$ cat src/rtl/rock_sequencer.sv
// rtl/rock_sequencer.sv - closed-loop cradle rocking mode sequencer
module rock_sequencer #(
   parameter int SETTLE_CYC = 1000,
   parameter int MAX_MODE   = 7,
   parameter int CALM_CNT   = 4,
   parameter int ALARM_CNT  = 3
) (
   input  logic       clk,
   input  logic       reset,
   input  logic       sample,
   input  logic [2:0] status,
   input  logic       gedaald,
   input  logic       gelijk,
   output logic       motor_en,
   output logic [2:0] mode,
   output logic       alarm,
   output logic [1:0] state
);

   localparam logic [1:0] IDLE   = 2'd0;
   localparam logic [1:0] SETTLE = 2'd1;
   localparam logic [1:0] EVAL   = 2'd2;

   localparam logic [15:0] RELOAD    = 16'(SETTLE_CYC - 1);
   localparam logic [2:0]  MODE_MAX  = 3'(MAX_MODE);
   localparam logic [3:0]  CALM_LIM  = 4'(CALM_CNT);
   localparam logic [3:0]  ALARM_LIM = 4'(ALARM_CNT);

   logic [2:0]  best_mode;
   logic [15:0] timer;
   logic [3:0]  calm;
   logic [3:0]  hot;
   logic [2:0]  last_status;
   logic [3:0]  calm_inc;
   logic [3:0]  hot_inc;

   assign calm_inc = calm + 4'd1;
   assign hot_inc  = (hot == 4'hf) ? 4'hf : hot + 4'd1;

   always_ff @(posedge clk or negedge reset) begin
      if (!reset) begin
         state       <= IDLE;
         motor_en    <= 1'b0;
         mode        <= 3'd0;
         alarm       <= 1'b0;
         best_mode   <= 3'd1;
         timer       <= 16'd0;
         calm        <= 4'd0;
         hot         <= 4'd0;
         last_status <= 3'd0;
      end else begin
         if (sample)
            last_status <= status;
         case (state)
            IDLE: begin
               motor_en <= 1'b0;
               mode     <= 3'd0;
               if (sample && status != 3'd0) begin
                  state    <= SETTLE;
                  mode     <= best_mode;
                  motor_en <= 1'b1;
                  timer    <= RELOAD;
                  calm     <= 4'd0;
                  hot      <= 4'd0;
               end
            end
            SETTLE: begin
               // a strobe landing on the expiry clock is deliberately dropped
               if (timer == 16'd0)
                  state <= EVAL;
               else
                  timer <= timer - 16'd1;
            end
            EVAL: begin
               if (sample) begin
                  state <= SETTLE;
                  timer <= RELOAD;
                  if (status == 3'd0) begin
                     hot <= 4'd0;
                     if (calm_inc == CALM_LIM) begin
                        state    <= IDLE;
                        motor_en <= 1'b0;
                        mode     <= 3'd0;
                        alarm    <= 1'b0;
                        calm     <= 4'd0;
                     end else begin
                        calm <= calm_inc;
                     end
                  end else if (status == 3'd7) begin
                     calm <= 4'd0;
                     hot  <= hot_inc;
                     mode <= MODE_MAX;
                     if (hot_inc >= ALARM_LIM)
                        alarm <= 1'b1;
                  end else begin
                     calm <= 4'd0;
                     hot  <= 4'd0;
                     // last_status still holds the previous sample here
                     if (gedaald)
                        best_mode <= mode;
                     else if (gelijk)
                        mode <= (mode == MODE_MAX) ? 3'd1 : mode + 3'd1;
                     else if (status > last_status)
                        mode <= best_mode;
                  end
               end
            end
            default: state <= IDLE;
         endcase
      end
   end

endmodule

$ cat config.mk
export PLATFORM = sky130hd
export DESIGN_NAME = rock_sequencer
export DESIGN_NICKNAME = d
export VERILOG_FILES = /design/src/rtl/rock_sequencer.sv
export SDC_FILE = /design/constraint.sdc
export NUM_CORES = 1
export LEC_CHECK = 0
export ABC_AREA = 1
export BUFFER_PORTS_ARGS = -buffer_cell sky130_fd_sc_hd__buf_4
export CAP_MARGIN = 10
export CORE_MARGIN = 8
export CORE_UTILIZATION = 30
export CTS_CLUSTER_DIAMETER = 40
export CTS_CLUSTER_SIZE = 14
export DETAILED_ROUTE_END_ITERATION = 16
export GPL_TIMING_DRIVEN = 0
export MAX_ROUTING_LAYER = met4
export PLACE_DENSITY_LB_ADDON = 0.2
export SYNTH_ARGS = -nofsm -noshare
export SYNTH_HDL_FRONTEND = slang
export SYNTH_SLANG_ARGS = --single-unit
$ cat constraint.sdc
create_clock -name clk -period 3.2 [get_ports clk]
set_clock_uncertainty 0.15 [all_clocks]
set_input_delay 0.64 -clock clk [delete_from_list [all_inputs] [get_ports clk]]
set_output_delay 0.64 -clock clk [all_outputs]
set_load 0.005 [all_outputs]
# Word-level counts from Yosys, hierarchy flattened
# Cells that the tools add are included.
[classes]
n_reduce_logical = 16
shifts = 0
mux = 38
n_lt_le_gt_ge = 2
mul = 0
eq_ne = 16
bitwise_logic = 2
n_addsub = 4
div = 0
[ops]
columns = ["operator", "count"]
rows = [
  ["$mux 16", 3],
  ["$pmux 16 s3", 1],
  ["$mux 4", 8],
  ["$mux 3", 9],
  ["$logic_not 16->1", 1],
  ["$pmux 4 s2", 2],
  ["$sub 16x1->16 const B", 1],
  ["$reduce_and 5->1", 3],
  ["$ne 2x2->1 const B", 6],
  ["$mux 1", 9],
  ["$add 4x1->4 const B", 2],
  ["$reduce_and 4->1", 2],
  ["$eq 3x3->1 const B", 2],
  ["$mux 2", 3],
  ["$pmux 2 s3", 1],
  ["$pmux 3 s2", 1],
  ["$reduce_and 3->1", 2],
  ["$reduce_bool 2->1", 3],
  ["$reduce_bool 3->1", 2],
  ["$ne 5x5->1 const B", 1],
  ["$eq 4x3->1 const B", 1],
  ["$eq 4x4->1 const B", 1],
  ["$ge 4x2->1 const B", 1],
  ["$ne 4x4->1 const B", 1],
  ["other kinds (11)", 12],
]
[word_totals]
in_bits = 8
out_inout_bits = 7
romBits = 0
mem_count = 0
ram_bits = 0
latchBits = 0
regBits = 37

# Logic depth before layout (Yosys ltp)
[depth]
depth_word = 8
depth_mapped = 10

# Worst setup path before layout
# No wires, ideal clock.
[synth_timing]
path_type = "input-to-reg"
start = "input status[1]"
end = "register timer[5]"
setup_slack_ps = 1420
required_time_ps = 2931
path_stages = 9
n_path_buf = 1
arrival_ps = 1511
cell_sequence = "nor2_1 -> nand2_2 -> nand2_2 -> nand2_2 -> nand2_8 -> nand2_4 -> buf_6 -> o21ai_2 -> nand2_1"
[synth_via]
elab_chain_len = 4
[synth_rtl]
columns = ["element", "line_no", "text"]
rows = [
  ["from (decl)", "11", "input logic [2:0] status,"],
  ["$reduce_bool 3->1", "58", "if (sample && status != 3'd0) begin"],
  ["$logic_and 1x1->1", "58", ""],
  ["$ne 2x2->1 (no source line)", "-", ""],
  ["$reduce_and 4->1 (no source line)", "-", ""],
  ["to (signal assigned)", "72", "timer <= timer - 16'd1;"],
  ["to (decl)", "30", "logic [15:0] timer;"],
]
# No other way between the ends.
# A chain may end at the register's enable or synchronous reset.

# Final worst setup path
# Ends and elaborated chain as after synthesis.

==> impl_metrics.csv <==
group,metric,value,unit
clock_network,cts_buffers,5,
route,wl_met1,2.843,mm
power,irDropWorstVdd,247.6,uV
route,wl_per_cell,11.75,um
placement,post-dp-hpwl,4.091,mm
layout,final.fill_count,850,
clock_network,path_clk_slew,0.08,ns
clock_network,clockBufferDepth,2,
sta,setup_tns,0,ns
outcome,status,"completed",
worst_setup_path,cp_data_arrival_time,1.79,ns
route,drt-total-wl,5.489,mm
synthesis,synth_warnings,0,
clock_network,clk_latency,0.30,ns
worst_setup_path,critical_path.startpoint_type,"input pin",
sta,fin_crit_sh,54.91,%
global_routing,overflow,0,
synthesis,syn_nets,361,
placement,place_area,2648,um^2
route,dr_wl_met3,102,um
clock_network,cts_setup_buffers,0,
worst_setup_path,critPathBufInv,2,
placement,routabilityCongestion,0.8417,
floorplanning,die_x,105.7,um
sta,timing_worst_slew_pin_value,0.4912,ns
layout,layout_commonest_cell,"nand2_1",
route,post-route-drc-count,0,
sta,rsz0062_at_grt,"false",
worst_setup_path,r2r_cells,9,
floorplanning,fp-row-count,32,
global_routing,grt_max_degree,38,
worst_setup_path,worstPathCellList,"buf_4 -> nor2_1 -> nand2_2 -> nand2_2 -> nand2_2 -> nand2_8 -> nand2_4 -> buf_6 -> o21ai_2 -> nand2_1",
synthesis,syn_area,2415,um^2
route,viasPerCell,4.488,
layout,insertedDiodeCount,0,
worst_setup_path,worst-path-max-fanout,10,
clock_network,clkSinkCount,37,
power,p_total,1.887,mW
route,wl_met2,2.465,mm
clock_network,cts.htree.levels,2,
clock_network,cts_tree,"built",
synthesis,ys_types,28,
worst_setup_path,critPathKind,"in2reg",
synthesis,synth-seq-area-share,38.39,%
worst_setup_path,cpMaxStageDelayCell,"buf_6",
floorplanning,io_pins,15,
route,drt_iter0_drc,62,
worst_hold_path,hold_path_class,"in2async",
worst_setup_path,r2r_setup_slack,1.46,ns
worst_setup_path,required,3.23,ns
sta,period_needed,1.757,ns
global_routing,grt_pass1_wl,9.915,mm
clock_network,postCtsResizedCells,0,
worst_setup_path,cpPeakStageDelay,0.17,ns
worst_setup_path,timing.rr.start,"calm[0]$_DFFE_PN0P_",
global_routing,grt_pass1_vias,2112,
route,postRouteAntennaNets,0,
power,power_leakage,1.401,nW
clock_network,root_buffer,"clkbuf_8",
floorplanning,die_h,105.7,um
clock_network,cts_hold_buf,0,
worst_setup_path,path_common_cell,"nand2_2",
sta,setup_violations,0,
route,dr.pass1.iters,4,
sta,relSlewSlack,67.26,%
layout,final_area,2735,um^2
synthesis,syn-instance-count,343,
worst_setup_path,startpoint,"status[1]",
layout,final_cell_mix,"nand2_1 (127), nor2_1 (39), dfrtp_1 (36)",
sta,finalHoldViolCount,0,
sta,fmax,569.1,MHz
power,p_per_area,689.9,nW/um^2
worst_setup_path,end_kind,"flip-flop",
worst_setup_path,timing.rr.end,"mode[1]$_DFFE_PN0P_",
layout,area.growth.synth_to_final,13.26,%
synthesis,synth-seq-cells,37,
global_routing,antenna_found_initial,0,
synthesis,synth.avg_cell_area,7.040,um^2
global_routing,grt_usage,11.06,%
layout,drive_gt1_share,14.79,%
layout,final_util,35.21,%
floorplanning,core_area,7767,um^2
floorplanning,start_util,31.09,%
placement,place.port_buffers,14,
layout,final_nets,382,
route,highest-signal-layer,"met4",
sta,slew_viol_final,0,
worst_setup_path,crit_family,"simple AND/OR/NAND/NOR gates",
floorplanning,die-area,11180,um^2
route,via_count,2096,
job,maxCapViolCount,0,
cells in the mapped netlist:
cell type	n	area share [%]
nor2_2	2	0.52
nor2_4	2	0.93
dfrtp_1	36	37
nand3b_1	1	0.31
nand4_1	9	2.3
or2_2	1	0.26
inv_2	6	0.93
o21ai_0	13	2.7
clkbuf_1	1	0.16
xor2_1	5	1.8
a21oi_1	2	0.41
nand3_1	29	6.0
a22o_1	2	0.73
o21ai_1	1	0.21
o22ai_1	1	0.26
nand2_2	9	2.3
nand2_1	127	20
inv_1	32	5.0
xnor2_1	1	0.36
nand2_4	1	0.47
nor3_1	1	0.21
buf_6	2	0.93
nor3_2	1	0.41
nor2_1	39	6.1
nand2_8	1	0.83
ha_1	10	5.2
dfstp_2	1	1.1
o21ai_2	7	2.5
how the worst max path moves through the flow:
stage,end,slack [ns],cells past startpoint
finish,timer[5]$_DFFE_PN0P_,1.44,10
global route,mode[1]$_DFFE_PN0P_,1.24,9
CTS,state[1],1.43,1
detailed placement,timer[5]$_DFFE_PN0P_,1.13,10
global placement,timer[14]$_DFFE_PN0P_,1.14,10
floorplan,timer[5]$_DFFE_PN0P_,1.42,9
state kept, by name, summed over array words and instances, names as in the netlist:
name	flops
mode	3
last_status	3
timer	16
state	2
motor_en	1
calm	4
best_mode	3
alarm	1
hot	4
final cells by class:
cell class | count | area (um^2) | share of cell area, %
Multi-Input combinational cell | 265 | 1319 | 48.22
Sequential cell | 37 | 927.1 | 33.90
Inverter | 38 | 142.6 | 5.215
Tap cell | 102 | 127.6 | 4.666
Timing Repair Buffer | 14 | 105.1 | 3.843
Clock buffer | 6 | 72.57 | 2.653
Buffer | 3 | 26.28 | 0.9607
Clock inverter | 2 | 15.01 | 0.5489
metal layers:
layer | GRT usage, % | vias to the layer above
li1 | - | 1128
met1 | 14.16 | 944
met2 | 16.80 | 20
met3 | 1.827 | 4
met4 | 4.824 | 0
met5 | - | -
cell families (layout without fill, tap and decap cells):
group,count (synthesis),count (layout),synth area share [%]
DFF,37,37,38.39
buffers and inverters,41,63,6.995
AOI/OAI and AO/OA,26,26,6.839
and+or+nand+nor,223,223,40.41
xor gates and xnor gates,6,6,2.176
adders and majority gates,10,10,5.181
per-stage QoR:
| stage | hold WS (ns) | setup WS, ns | instances |
|---|---|---|---|
| 6_report | 0.1423 | 1.443 | 467 |
| 5_1_grt | 0.1815 | 1.238 | 467 |
| 4_1_cts | 0.1654 | 1.428 | 467 |
| 3_5_place_dp | 0.3182 | 1.130 | 459 |
| 3_3_place_gp | 0.3135 | 1.135 | 459 |
| 2_1_floorplan | 0.1944 | 1.420 | 343 |
power by group:
group          internal [mW]  total, mW  leakage [nW]  switching [mW]
Clock                  0.154      0.334        0.0374           0.180
Sequential             0.568      0.673         0.478           0.105
Combinational          0.305      0.880         0.885           0.575
Power figures use the tool's default switching activity.
